`config.mk`:
```
export PLATFORM = sky130hd
export DESIGN_NAME = regfile_flat
export DESIGN_NICKNAME = d
export VERILOG_FILES = /design/src/rtl/regfile_pkg.sv /design/src/rtl/regfile_if.sv /design/src/rtl/regfile.sv /design/src/flat_wrapper.sv
export SDC_FILE = /design/constraint.sdc
export NUM_CORES = 2
export LEC_CHECK = 0
export CAP_MARGIN = 10
export CORE_MARGIN = 3
export CORE_UTILIZATION = 60
export CTS_BUF_LIST = sky130_fd_sc_hd__clkbuf_2
export DETAILED_ROUTE_END_ITERATION = 8
export PLACE_DENSITY = 0.75
export SLEW_MARGIN = 10
export SYNTH_ARGS = -nofsm -noshare
export SYNTH_HDL_FRONTEND = slang
export SYNTH_SLANG_ARGS = --single-unit
export TNS_END_PERCENT = 100
```
`constraint.sdc`:
```
create_clock -name clk -period 4.94 [get_ports clk]
set_input_delay 0.494 -clock clk [delete_from_list [all_inputs] [get_ports clk]]
set_output_delay 0.494 -clock clk [all_outputs]
set_load 0.02 [all_outputs]
```
`src/rtl/regfile_pkg.sv`:
```
// Shared pipeline defines: datapath widths and the hard-wired zero register.
`timescale 1ns/1ps
package regfile_pkg;

  localparam int DATA_W   = 32;
  localparam int ADDR_W   = 5;
  localparam int NUM_REGS = 2 ** ADDR_W;
  localparam int REG_ZERO = 0;

endpackage : regfile_pkg

```
`src/rtl/regfile_if.sv`:
```
// Register-file bus: one write-back port from the memory/write-back stage
// and two read ports from the decode stage.
`timescale 1ns/1ps
interface regfile_if
  import regfile_pkg::*;
#(
  parameter int DATA_W = regfile_pkg::DATA_W,
  parameter int ADDR_W = regfile_pkg::ADDR_W
);

  logic [DATA_W-1:0] wr_data;
  logic [ADDR_W-1:0] wr_address;
  logic              wr_enable;

  logic              rd1_enable;
  logic [ADDR_W-1:0] rd1_address;
  logic [DATA_W-1:0] rd1_data;

  logic              rd2_enable;
  logic [ADDR_W-1:0] rd2_address;
  logic [DATA_W-1:0] rd2_data;

  // Pipeline side: drives write-back and read requests, receives read data.
  modport master (
    output wr_data, wr_address, wr_enable,
    output rd1_enable, rd1_address,
    output rd2_enable, rd2_address,
    input  rd1_data, rd2_data
  );

  // Register-file side.
  modport slave (
    input  wr_data, wr_address, wr_enable,
    input  rd1_enable, rd1_address,
    input  rd2_enable, rd2_address,
    output rd1_data, rd2_data
  );

endinterface : regfile_if

```
`src/rtl/regfile.sv`:
```
// Architectural register file: NUM_REGS x DATA_W storage with r0 hard-wired
// to zero, one write port and two combinational read ports with
// write-through bypass so a value being written is visible in the same cycle.
`timescale 1ns/1ps
module regfile
  import regfile_pkg::*;
#(
  parameter int DATA_W   = regfile_pkg::DATA_W,
  parameter int ADDR_W   = regfile_pkg::ADDR_W,
  parameter int NUM_REGS = regfile_pkg::NUM_REGS
) (
  input  logic        clk,
  input  logic        rst_n,
  regfile_if.slave    bus
);

  localparam logic [ADDR_W-1:0] ZERO_ADDR = ADDR_W'(REG_ZERO);

  logic [DATA_W-1:0] regs_r [NUM_REGS];
  logic              wr_fire_s;
  logic [DATA_W-1:0] rd1_data_s;
  logic [DATA_W-1:0] rd2_data_s;

  // Read-port priority: reset, then disabled port, then r0, then bypass of
  // the in-flight write, otherwise the stored value.
  function automatic logic [DATA_W-1:0] read_port(
    input logic              rst_active,
    input logic              rd_en,
    input logic [ADDR_W-1:0] rd_addr,
    input logic              wr_en,
    input logic [ADDR_W-1:0] wr_addr,
    input logic [DATA_W-1:0] wr_val,
    input logic [DATA_W-1:0] stored
  );
    logic [DATA_W-1:0] result;
    if (rst_active) begin
      result = '0;
    end else if (!rd_en) begin
      result = '0;
    end else if (rd_addr == ZERO_ADDR) begin
      result = '0;
    end else if (wr_en && (wr_addr == rd_addr)) begin
      result = wr_val;
    end else begin
      result = stored;
    end
    return result;
  endfunction

  assign wr_fire_s = bus.wr_enable && (bus.wr_address != ZERO_ADDR);

  // Storage update: asynchronous clear, writes to r0 are dropped.
  always_ff @(posedge clk or negedge rst_n) begin
    if (!rst_n) begin
      for (int i = 0; i < NUM_REGS; i++) begin
        regs_r[i] <= '0;
      end
    end else if (wr_fire_s) begin
      regs_r[bus.wr_address] <= bus.wr_data;
    end else begin
      regs_r <= regs_r;
    end
  end

  // Combinational read muxes for both ports, evaluated independently.
  always_comb begin
    rd1_data_s = '0;
    rd2_data_s = '0;
    rd1_data_s = read_port(!rst_n, bus.rd1_enable, bus.rd1_address,
                           bus.wr_enable, bus.wr_address, bus.wr_data,
                           regs_r[bus.rd1_address]);
    rd2_data_s = read_port(!rst_n, bus.rd2_enable, bus.rd2_address,
                           bus.wr_enable, bus.wr_address, bus.wr_data,
                           regs_r[bus.rd2_address]);
  end

  assign bus.rd1_data = rd1_data_s;
  assign bus.rd2_data = rd2_data_s;

endmodule : regfile

```
`src/flat_wrapper.sv`:
```
// flat-port wrapper written by rule: the top's interface ports become plain ports
module regfile_flat import regfile_pkg::*;
#(
  parameter int DATA_W   = regfile_pkg::DATA_W,
  parameter int ADDR_W   = regfile_pkg::ADDR_W,
  parameter int NUM_REGS = regfile_pkg::NUM_REGS
)
  (clk, rst_n, bus_wr_data, bus_wr_address, bus_wr_enable, bus_rd1_enable, bus_rd1_address, bus_rd2_enable, bus_rd2_address, bus_rd1_data, bus_rd2_data);
  regfile_if #(.DATA_W(DATA_W), .ADDR_W(ADDR_W)) bus_i ();
  input  logic clk;
  input  logic rst_n;
  input wire logic [$bits(bus_i.wr_data)-1:0] bus_wr_data;
  input wire logic [$bits(bus_i.wr_address)-1:0] bus_wr_address;
  input wire logic [$bits(bus_i.wr_enable)-1:0] bus_wr_enable;
  input wire logic [$bits(bus_i.rd1_enable)-1:0] bus_rd1_enable;
  input wire logic [$bits(bus_i.rd1_address)-1:0] bus_rd1_address;
  input wire logic [$bits(bus_i.rd2_enable)-1:0] bus_rd2_enable;
  input wire logic [$bits(bus_i.rd2_address)-1:0] bus_rd2_address;
  output wire logic [$bits(bus_i.rd1_data)-1:0] bus_rd1_data;
  output wire logic [$bits(bus_i.rd2_data)-1:0] bus_rd2_data;
  assign bus_i.wr_data = bus_wr_data;
  assign bus_i.wr_address = bus_wr_address;
  assign bus_i.wr_enable = bus_wr_enable;
  assign bus_i.rd1_enable = bus_rd1_enable;
  assign bus_i.rd1_address = bus_rd1_address;
  assign bus_i.rd2_enable = bus_rd2_enable;
  assign bus_i.rd2_address = bus_rd2_address;
  assign bus_rd1_data = bus_i.rd1_data;
  assign bus_rd2_data = bus_i.rd2_data;
  regfile #(.DATA_W(DATA_W), .ADDR_W(ADDR_W), .NUM_REGS(NUM_REGS)) u_core (.clk(clk), .rst_n(rst_n), .bus(bus_i));
endmodule
```
==> impl_results.md <==
- Layout area overhead: 9.175%
- Largest registers: u_core.regs_r x1024
- DIE AREA: around 97000 um2
- H-tree Lvls: 5
- Min Hold Slack: approximately 0.15 ns
- CTS tree: done
- Row Count: around 110
- Clk buf depth: 4
- Dpl ws: around 0.46 ns
- Adder-cell share of the synthesized area: 0
- Die H: a little over 300 um
- Leak: between 0.02 and 0.03 uW
- Post-synth EDFFs: 0
- Clk network pwr share: 0.271
- Routed WL: 180.0 mm
- Crit path max fanout: 3
- Via density: 7.168
- Reg with most FFs: u_core.regs_r
- Nets@finish: 4134
- XOR/XNOR share of the synthesized area: 0.001571
- Fmax achieved: about 210 MHz
- Pre-Repair DR Iteration Count: 6
- Combinational Power Share: 0.226
- Clock-pin transition on the worst setup and hold timing paths: 0.09 ns
- HPWL reported at the end of detailed placement: around 110 mm
- Gpl congestion: 0.8911
- Fraction of synthesized area in multiplexers: 0.4172
- Synth Warn #: 0
- Net count after synthesis: 4000
- Final worst-path cycle share: 0.9650
- Max transition margin: 0.1292
- Critical path startpoint category: flip-flop
- Hold Path Class: in -> async
- Largest family of logic cells by synthesized area: multiplexers
- Power Density: 365.1 nW/um2
- Max_cap viols: 0
- Max reg flops: between 1000 and 1500
- Worst-Skew Late Latency: between 1 and 1.5 ns
- Root Driver: clkbuf_2
- Core area: around 90000 um2
- DR iter-0 viols: ~4600
- Endpoints failing hold: 0
- I/O Pins: 116
- Crit Path Class: reg -> out
- Syn Area/Cell: around 14 um2
- Largest net degree at the start of global routing: 165
- Worst path arrival time: approximately 4.3 ns
- Maximum VDD drop: roughly 180 uV
- Switch Pwr: around 7000 uW
- DRC viols: 0
- Final setup fails: 0
- Critical path capture point type: primary output
- Setup tns final: 0 ns
- Flop pwr share: 0.503
- Power Internal: 15320 uW
- Initial Utilization: 0.6064
- Post-Synth Simple-Gate Area: 0.01589
- CTS sink cnt: approximately 1000
- Grt ovf: 0
- Mapped Cells: between 3000 and 4000
- Actual slew at the worst max-slew pin: between 1 and 1.5 ns
- Clk_skew: 0 ns
- First-pass GRT wire length: between 200 and 300 mm
- Buffers inserted by post-CTS timing repair: 0
- GRT Util Overall: 0.3718
- Distinct cell type count after synthesis: 42
- Initial antenna violation count: 5
- #FFs+latches synth: roughly 1000
- Via count: 39440
- Compound-Gate Fraction of Synth Area: 0.06540
- Seq/Total Area, Yosys: 0.4596
- I/O Buffers: 115
- Cell Area, Synth: roughly 56000 um2
- Routed Antenna Nets: 0
- CP Data Required Time: 4.45 ns
- Status: finished, final reports clean
- Post-route setup slack: around 0.17 ns
- Post-synthesis async set-or-reset flop share: 1.000
- Main synth FF type: dfrtp_1
- Slew Limit Fails: 0
- Die Span X: roughly 310 um
- Wire length per cell: 32.72 um
- Share of layout cells above drive strength 1: 0.4867
- RSZ-0062 raised after global routing: false
- Number of global-route vias before repair: ~41000
- CTS buffer count: 284
- Tmin final: between 4 and 5 ns
- Sw frac: 0.3105
-- worst max-delay path, cell delays in order, from the launching register on --
cell and delay [ns]:
dfrtp_1 0.41, mux4_2 0.46, mux2_2 0.28, o221ai_1 0.47, a41oi_1 0.49, clkdlybuf4s50_1 0.71
-- cell usage after synthesis (47+ instances only) --
library cell,n,area share
buf_4,48,0.0065
buf_2,89,0.0080
clkbuf_1,246,0.017
mux2_2,1083,0.22
buf_1,54,0.0036
nand2_1,58,0.0039
o21ai_0,47,0.0042
o31ai_1,64,0.0086
mux4_2,320,0.13
mux2i_1,376,0.068
o22ai_1,82,0.0092
dfrtp_1,1024,0.46
a22oi_1,60,0.0081
o221ai_1,105,0.016
-- cell families (layout without fill, tap and decap cells) --
kind of cell,count (synthesis),count (layout)
multiplexers,1787,1787
flip-flops,1024,1024
AO/OA/AOI/OAI,490,490
buffers and inverters,467,774
AND/OR/NAND/NOR,170,170
XOR/XNOR,10,10
other,0,4
-- worst paths after layout --
path | from | end | slack, ns | depth (start not counted)
max in group asynchronous | rst_n | u_core.regs_r[644] | 1.85 | 7
worst min-delay path | rst_n | u_core.regs_r[1023] | 0.15 | 4
worst max-delay path | u_core.regs_r[606] | bus_rd1_data[30] | 0.17 | 5
worst max register to register | u_core.regs_r[958] | u_core.regs_r[958] | 4.12 | 1
min in group clk | bus_wr_data[21] | u_core.regs_r[597] | 0.26 | 3
worst min register to register | u_core.regs_r[1007] | u_core.regs_r[1007] | 0.41 | 0
-- power groups by stage --
| stage | clock network, uW | logic, uW | registers (uW) |
|---|---|---|---|
| after CTS | 6120 | 4990 | 11100 |
| after floorplan | 0 | 3790 | 10900 |
| after global placement | 0 | 4830 | 11200 |
| final | 6020 | 5020 | 11200 |
| after global routing | 6590 | 5340 | 11400 |
| after detailed placement | 0 | 4950 | 11300 |
-- metrics by stage --
step,cell area (um2),power [uW],cells,util
after floorplan,55750,14660,3948,-
after CTS,60850,22210,5498,0.6619
final,60860,22220,5502,0.6620
after global placement,58200,15990,5013,0.6330
after detailed placement,58200,16220,5013,0.6330
after global routing,60860,23290,5499,0.6619
-- cells in the final DEF, fill, tap and decap left out, types with 5 or more instances in the layout --
master / Yosys / layout
o22ai_1: 82 / 82
nand2_1: 58 / 40
o2bb2ai_1: 7 / 7
clkinv_1: 0 / 34
dlygate4sd3_1: 0 / 25
o221ai_1: 105 / 105
clkinv_2: 0 / 5
clkbuf_2: 1 / 410
a221oi_1: 8 / 8
a22o_1: 19 / 19
mux2_1: 8 / 8
xnor2_1: 10 / 10
mux4_2: 320 / 320
nand3_1: 6 / 6
mux2_2: 1083 / 1083
inv_2: 0 / 5
a41oi_1: 45 / 45
and2_1: 17 / 16
a22oi_1: 60 / 60
clkdlybuf4s50_1: 0 / 100
o21ai_0: 47 / 47
buf_12: 0 / 36
or2_2: 5 / 5
a31oi_1: 38 / 38
mux2i_1: 376 / 376
buf_4: 48 / 141
nand2_2: 0 / 17
nor2_4: 0 / 20
nand2b_1: 8 / 5
a221o_1: 8 / 8
o31ai_1: 64 / 64
nor2b_1: 36 / 34
dfrtp_1: 1024 / 1024
bufinv_16: 0 / 5
-- layer usage --
metal / vias to the layer above / global-route usage / share of wire
li1: 15670 / - / -
met4: 4 / 0.2097 / 0.059
met1: 20510 / 0.4876 / 0.38
met2: 2582 / 0.5603 / 0.45
met5: - / 0 / 0.00015
met3: 669 / 0.1064 / 0.11
-- area by class of cell --
class                   count  area (um2)
flip-flops and latches   1024       25620
diodes                      4       10.01
clock buffers             410        2052
well taps                1243        1555
multi-input cells        2457       28130
inverters                   2       7.507
clock inverters            49       321.6
fillers                  6840       31080
repair buffers            313        3163
-- repair_timing --
action                                  in CTS  in global routing
endpoints found under the hold margin     1098                  0
endpoints found under the setup margin       0                  0
hold buffers                                26                  0
gates resized for setup                      0                  0
(Power assumes the default switching activity.)
